<file path="src/rtl/bus_arbiter2_32_pkg.sv">
// Shared definitions for the two-requester bus arbiter: grant states,
// mux select encodings and the bus width.
package bus_arbiter2_32_pkg;

  typedef enum logic [1:0] {
    IDLE  = 2'd0,
    GNT_A = 2'd1,
    GNT_B = 2'd2
  } arb_state_e;

  localparam logic SEL_A = 1'b1;
  localparam logic SEL_B = 1'b0;

  localparam int BUS_W = 32;

endpackage

</file>
<file path="src/rtl/bus_arbiter2_32_mux.sv">
// 32-bit two-input datapath mux shared by the requesters; sel = SEL_A picks a.
module bus_arbiter2_32_mux
  import bus_arbiter2_32_pkg::*;
(
  input  logic             sel,
  input  logic [BUS_W-1:0] a,
  input  logic [BUS_W-1:0] b,
  output logic [BUS_W-1:0] y
);

  assign y = (sel == SEL_A) ? a : b;

endmodule

</file>
<file path="src/rtl/bus_arbiter2_32.sv">
// Round-robin arbiter for two 32-bit requesters with locked bursts, feeding a
// single valid/ready output register toward the error-decoding pipeline.
module bus_arbiter2_32
  import bus_arbiter2_32_pkg::*;
#(
  parameter int MAX_BURST = 4,
  parameter int CW        = 8
) (
  input  logic             clk,
  input  logic             reset_n,
  input  logic             req_a,
  input  logic             lock_a,
  input  logic [BUS_W-1:0] data_a,
  output logic             ack_a,
  input  logic             req_b,
  input  logic             lock_b,
  input  logic [BUS_W-1:0] data_b,
  output logic             ack_b,
  output logic             mux_sel,
  output logic             out_valid,
  output logic [BUS_W-1:0] out_data,
  input  logic             out_ready,
  output logic             grant_a,
  output logic             grant_b
);

  arb_state_e       state, state_nxt;
  logic [CW-1:0]    burst_cnt, burst_nxt;
  logic             prio_a, prio_nxt;
  logic             slot_free;
  logic [BUS_W-1:0] mux_out;
  logic [CW-1:0]    burst_inc;

  assign grant_a   = (state == GNT_A);
  assign grant_b   = (state == GNT_B);
  assign mux_sel   = grant_b ? SEL_B : SEL_A;
  assign slot_free = !out_valid || out_ready;
  assign ack_a     = grant_a && req_a && slot_free;
  assign ack_b     = grant_b && req_b && slot_free;
  assign burst_inc = (burst_cnt == {CW{1'b1}}) ? burst_cnt : burst_cnt + CW'(1);

  bus_arbiter2_32_mux u_mux (
    .sel (mux_sel),
    .a   (data_a),
    .b   (data_b),
    .y   (mux_out)
  );

  always_ff @(posedge clk or negedge reset_n) begin
    if (!reset_n) begin
      state     <= IDLE;
      burst_cnt <= '0;
      prio_a    <= 1'b1;
    end else begin
      state     <= state_nxt;
      burst_cnt <= burst_nxt;
      prio_a    <= prio_nxt;
    end
  end

  // A locked owner keeps the bus until its burst budget runs out, but only
  // while the other side is actually waiting; stalls freeze everything.
  always_comb begin
    state_nxt = state;
    burst_nxt = burst_cnt;
    case (state)
      IDLE: begin
        if (req_a && (!req_b || prio_a))
          state_nxt = GNT_A;
        else if (req_b)
          state_nxt = GNT_B;
      end
      GNT_A: begin
        if (ack_a) begin
          if (lock_a && ((burst_cnt < CW'(MAX_BURST - 1)) || !req_b)) begin
            burst_nxt = burst_inc;
          end else begin
            state_nxt = req_b ? GNT_B : GNT_A;
            burst_nxt = '0;
          end
        end else if (!req_a) begin
          state_nxt = req_b ? GNT_B : IDLE;
          burst_nxt = '0;
        end
      end
      GNT_B: begin
        if (ack_b) begin
          if (lock_b && ((burst_cnt < CW'(MAX_BURST - 1)) || !req_a)) begin
            burst_nxt = burst_inc;
          end else begin
            state_nxt = req_a ? GNT_A : GNT_B;
            burst_nxt = '0;
          end
        end else if (!req_b) begin
          state_nxt = req_a ? GNT_A : IDLE;
          burst_nxt = '0;
        end
      end
      default: begin
        state_nxt = IDLE;
        burst_nxt = '0;
      end
    endcase
  end

  // Priority points away from whoever was just granted, giving round-robin ties.
  always_comb begin
    prio_nxt = prio_a;
    if (state_nxt == GNT_A)
      prio_nxt = 1'b0;
    else if (state_nxt == GNT_B)
      prio_nxt = 1'b1;
  end

  // A drain and a new load in the same cycle keep out_valid high with no bubble.
  always_ff @(posedge clk or negedge reset_n) begin
    if (!reset_n) begin
      out_valid <= 1'b0;
      out_data  <= '0;
    end else if (ack_a || ack_b) begin
      out_valid <= 1'b1;
      out_data  <= mux_out;
    end else if (out_ready) begin
      out_valid <= 1'b0;
    end
  end

endmodule

</file>
<file path="config.mk">
export PLATFORM = sky130hd
export DESIGN_NAME = bus_arbiter2_32
export DESIGN_NICKNAME = d
export VERILOG_FILES = /design/src/rtl/bus_arbiter2_32_pkg.sv /design/src/rtl/bus_arbiter2_32_mux.sv /design/src/rtl/bus_arbiter2_32.sv
export SDC_FILE = /design/constraint.sdc
export NUM_CORES = 1
export LEC_CHECK = 0
export ABC_AREA = 1
export CORE_ASPECT_RATIO = 1.4
export CORE_UTILIZATION = 43
export CTS_CLUSTER_SIZE = 12
export DETAILED_ROUTE_END_ITERATION = 8
export PLACE_DENSITY_LB_ADDON = 0.12
export SKIP_LAST_GASP = 1
export SLEW_MARGIN = 15
export SYNTH_ARGS = -nofsm -noshare
export SYNTH_HDL_FRONTEND = slang
export SYNTH_HIERARCHICAL = 1
export SYNTH_SLANG_ARGS = --single-unit
</file>
<file path="constraint.sdc">
create_clock -name clk -period 2.41 [get_ports clk]
set_input_delay 0.482 -clock clk [delete_from_list [all_inputs] [get_ports clk]]
set_output_delay 0.482 -clock clk [all_outputs]
set_load 0.05 [all_outputs]
</file>
; After elaboration in Yosys (flattened, before gate mapping)
; Index checks and enable logic that the tools add are counted.
[word_totals]
reg_bits = 44
in_bits = 71
out_inout_bits = 38
elab_cells = 61
[classes]
addsub = 1
order_cmp = 1
n_eq_ne = 7
mux = 27
bitwise = 1
reduce_logical = 19
[op_table]
columns = cell, n
row1 = $mux W8, 7
row2 = $mux W32, 1
row3 = $pmux W8 S3, 1
row4 = $mux W2, 11
row5 = $add A8 B1 Y8 const B, 1
row6 = $eq A8 B8 Y1 const B, 1
row7 = $lt A8 B2 Y1 const B, 1
row8 = $logic_and A1 B1 Y1, 7
row9 = $mux W1, 6
row10 = $ne A3 B3 Y1 const B, 2
row11 = $pmux W2 S3, 1
row12 = $logic_or A1 B1 Y1, 5
row13 = $eq A2 B1 Y1 const B, 2
row14 = $eq A2 B2 Y1 const B, 2
row15 = $reduce_bool A2 Y1, 2
row16 = $logic_not A1 Y1, 3
row17 = $reduce_and A3 Y1, 1
row18 = $logic_not A2 Y1, 1
row19 = $not A1 Y1, 1

; Longest topological paths before layout
[logic_depth]
word_depth = 9
depth_mapped = 13
ltp_nobuf = 13

; Cells and area by module
; The synthesis kept the hierarchy.
[by_module_without_submodules]
columns = module, instances, cells_per_inst, area_each_um2, seq_area_each_um2
row1 = bus_arbiter2_32, 1, 270, 2132.0, 1102.3
row2 = bus_arbiter2_32_mux, 1, 104, 491.7, 0.0

; Least setup slack after synthesis
; Ideal clock, no wire load.
[synth_path]
path_type = register to register
start = register state[1]
end = register prio_a
setup_time_ps = 79
t_arrival_ps = 2467
required_ps = 2331
slack_ps = -136
path_stages_with_launch = 11
n_path_buf = 0
synth_period_minus_slack_ps = 2546
path_cell_list = dfrtp_1 > inv_1 > ha_1 > nand3_1 > inv_1 > nand3_1 > nand2_1 > o21bai_1 > a21oi_1 > ha_1 > o21ai_0
[synth_via]
elab_chain_len = 7
word_cells_on_any_way = 20
classes_between = 4 x eq/ne / 10 x mux / 6 x reduce/logical
[synth_rtl]
columns = item, line
row1 = "start, declared", bus_arbiter2_32.sv:27  ; arb_state_e state, state_nxt;
row2 = "start signal, assigned", bus_arbiter2_32.sv:55  ; state <= state_nxt;
row3 = $eq A2 B1 Y1 *, bus_arbiter2_32.sv:34  ; assign grant_a = (state == GNT_A);
row4 = named net grant_a, bus_arbiter2_32.sv:23  ; output logic grant_a,
row5 = $logic_and A1 B1 Y1 * (2 in a row), bus_arbiter2_32.sv:38  ; assign ack_a = grant_a && req_a && slot_free;
row6 = named net ack_a, bus_arbiter2_32.sv:14  ; output logic ack_a,
row7 = $mux W2 *, bus_arbiter2_32.sv:74  ; if (ack_a) begin
row8 = $pmux W2 S3 *, bus_arbiter2_32.sv:66  ; case (state)
row9 = named net state_nxt[0], bus_arbiter2_32.sv:27
row10 = $eq A2 B1 Y1 or $eq A2 B2 Y1 (tied branches), "bus_arbiter2_32.sv:109, bus_arbiter2_32.sv:111"
row11 = $mux W1 or $reduce_bool A2 Y1 (tied branches), n/a
row12 = "end signal, assigned", bus_arbiter2_32.sv:57  ; prio_a <= prio_nxt;
row13 = "end, declared", bus_arbiter2_32.sv:29  ; logic prio_a, prio_nxt;
; Mark *: on every way through the listed nets, which the timed path passes. The rest lies on a longest branch.
; A chain may end at the register's enable or synchronous reset.

; Final worst setup path
[layout_path]
start = register state[1]
end = output grant_a
[layout_via]
elab_chain_len = 1
[layout_rtl]
columns = item, line
row1 = $eq A2 B1 Y1, bus_arbiter2_32.sv:34
row2 = "end, declared", bus_arbiter2_32.sv:23
; Every way passes these cells.

==> impl_metrics.env <==
export IMPL_cp_num_buf_inv=2
export IMPL_wl_um=6404
export IMPL_clk_path_buf_depth=2
export IMPL_mostFrequentLayoutCells="nand2_1, clkdlybuf4s50_1, dfrtp_1"
export IMPL_num_rows=33
export IMPL_peakVddDrop_mv=0.8079
export IMPL_finalHoldViolCount=0
export IMPL_seqCellArea_um2=1102
export IMPL_grt_pass1_wl_um=10890
export IMPL_routedWlPerCell_um=11.56
export IMPL_worstSetupPathType="flop to output pin"
export IMPL_dieArea_um2=6423
export IMPL_power_total_mw=4.789
export IMPL_grt_remaining_overflow=0
export IMPL_postCtsSetupBuffers=0
export IMPL_synth_nets=451
export IMPL_setup_slack_ns=0.1296
export IMPL_clk_latency_ns=0.29
export IMPL_antenna_found_initial=0
export IMPL_grtUsageTotal=0.2229
export IMPL_cts_root_buf="clkbuf_8"
export IMPL_worstReg2RegStart="state[0]"
export IMPL_die_width_um=68.02
export IMPL_crit_slowest_cell="clkdlybuf4s50_1"
export IMPL_synth_compound_area_frac=0.05055
export IMPL_slew_headroom=0.4551
export IMPL_drcViolationCount=0
export IMPL_synth_seq_cells=44
export IMPL_grt_setup_unrepaired="false"
export IMPL_io_buffers=108
export IMPL_grt_pass1_vias=2527
export IMPL_status="finished, final reports clean"
export IMPL_cts_hold_buf=0
export IMPL_drv_slew=0
export IMPL_timing_hold_ws_ns=0.2682
export IMPL_area_growth_pct=46.83
export IMPL_drt_first_iter_violations=91
export IMPL_io_pins=109
export IMPL_drtPass1Iterations=4
export IMPL_final_layout_size_suffix_gt1_frac=0.09298
export IMPL_p_leak_nw=1.982
export IMPL_nNetsFinal=560
export IMPL_cp_end_kind="output pin"
export IMPL_cpLargestDelayFamily="buffers and inverters"
export IMPL_dpl_hpwl_um=4878
export IMPL_synth_top_family_by_area="simple AND/OR/NAND/NOR gates"
export IMPL_crit_required_ns=1.93
export IMPL_fin_crit_sh=0.9462
export IMPL_initial_core_util=0.4475
export IMPL_clk_pin_slew_ns=0.08
export IMPL_synth_xor_xnor_area_share=0.006676
export IMPL_fill_cells=550
export IMPL_cts_resized_gates=0
export IMPL_synth_area_leaders="dfrtp_1, nand2_1, nand3_1"
export IMPL_postPlaceCellArea_um2=3762
export IMPL_antenna_left=0
export IMPL_skew_ns=0.004632
export IMPL_cts_tree="done"
export IMPL_synth_avg_cell_area_um2=7.015
export IMPL_tns_ns=0
export IMPL_h_tree_depth=2
export IMPL_yosysWarnings=6
export IMPL_p_per_area_nw_per_um2=1243
export IMPL_netlist_area_um2=2624
export IMPL_dr_total_vias=2622
export IMPL_synthSimpleGateAreaFrac=0.4049
export IMPL_yosys_area_top_type="dfrtp_1"
export IMPL_synth_seq_area_share=0.4201
export IMPL_netlist_instances=374
export IMPL_fp_dieH_um=94.43
export IMPL_startpoint="state[1]"
export IMPL_setup_viol=0
export IMPL_tightest_slew_ns=0.8174
export IMPL_gp_congestion=0.8161
export IMPL_finalCriticalPeriod_ns=2.280
export IMPL_muxShareOfSynthArea=0
export IMPL_cts_buffers=5
export IMPL_dpl_worst_slack_ns=0.01140
export IMPL_path_depth=3
export IMPL_multiInputGateArea_um2=1292
export IMPL_r2r_slack_ns=0.31
export IMPL_n_antenna_cell=0
export IMPL_startpoint_type="flop"
export IMPL_r2r_cells=9
export IMPL_synth_adder_area_share=0.02861
export IMPL_core_um2=5863
export IMPL_crit_chain="inv_1 -> ha_2 -> clkdlybuf4s50_1"
export IMPL_final_util=0.6571
export IMPL_final_area_um2=3852
export IMPL_place_inst=546
export IMPL_final_common_cell="nand2_1"
export IMPL_worstHoldPathType="input port to asynchronous set/reset pin"
export IMPL_viasPerCell=4.733
export IMPL_crit_path_max_fanout=5
export IMPL_grt_max_degree=38
export IMPL_fmax_mhz=438.5
export IMPL_arrival_ns=1.80
export IMPL_ys_types=33
export IMPL_instances_no_fill=554
export IMPL_cts_sinks=44
export IMPL_worstReg2RegEnd="prio_a"
export IMPL_yosysTopAreaCellShare=0.4101
export IMPL_slowest_delay_ns=0.81
export IMPL_cap_violations=0
## layout make-up
| cell class | count | share of cell area |
|---|---|---|
| Sequential cell | 44 | 0.2861 |
| Clock buffer | 8 | 0.02338 |
| Tap cell | 70 | 0.02273 |
| Inverter | 27 | 0.02891 |
| Timing Repair Buffer | 115 | 0.3033 |
| Multi-Input combinational cell | 290 | 0.3355 |
## worst register-to-register path, stage by stage (launching register included)
cell	delay, ns
dfrtp_1	0.42
inv_1	0.18
ha_2	0.26
nand3_2	0.13
nor2_1	0.18
nand3_1	0.11
a21oi_1	0.18
a21oi_1	0.11
ha_1	0.31
o21ai_0	0.15
## state kept, by name, summed over array words and instances (netlist names)
signal     cells
out_data      32
prio_a         1
state          2
out_valid      1
burst_cnt      8
## synth_stat cells (all sizes together)
| master | number |
|---|---|
| nand2 | 220 |
| dfrtp | 43 |
| inv | 27 |
| nor2 | 21 |
| nand3 | 18 |
| o21ai | 10 |
| buf | 8 |
| a21oi | 6 |
| ha | 6 |
| clkbuf | 5 |
| a21o | 1 |
| dfstp | 1 |
| nand4 | 1 |
| nor3 | 1 |
| o211ai | 1 |
| o21bai | 1 |
| o31ai | 1 |
| or2 | 1 |
| xnor2 | 1 |
| xor2 | 1 |
## layer usage
layer | GRT usage | share of wire | vias up
li1 | - | - | 1352
met1 | 0.2425 | 0.39 | 1169
met2 | 0.4028 | 0.52 | 89
met3 | 0.05797 | 0.065 | 12
met4 | 0.07639 | 0.022 | 0
met5 | 0 | 0 | -
## kinds of logic after synthesis
| logic type | count (synthesis) |
|---|---|
| buf+inv | 40 |
| fa+ha+maj | 6 |
| simple gates | 262 |
| flops | 44 |
| xor+xnor | 2 |
| compound gates | 20 |
## worst max-delay path by stage
stage / to / slack [ns]
2_1_floorplan: prio_a / 0.05
3_3_place_gp: prio_a / 0.11
3_5_place_dp: prio_a / 0.01
4_1_cts: grant_a / 0.12
5_1_grt: mux_sel / 0.03
6_report: grant_a / 0.13
## where the power goes
part / switching [mW] / total (mW) / internal, mW
Sequential: 0.163 / 1.21 / 1.05
Clock: 0.235 / 0.469 / 0.234
Combinational: 2.06 / 3.11 / 1.05
No activity file was read; power rests on OpenSTA's default activity.
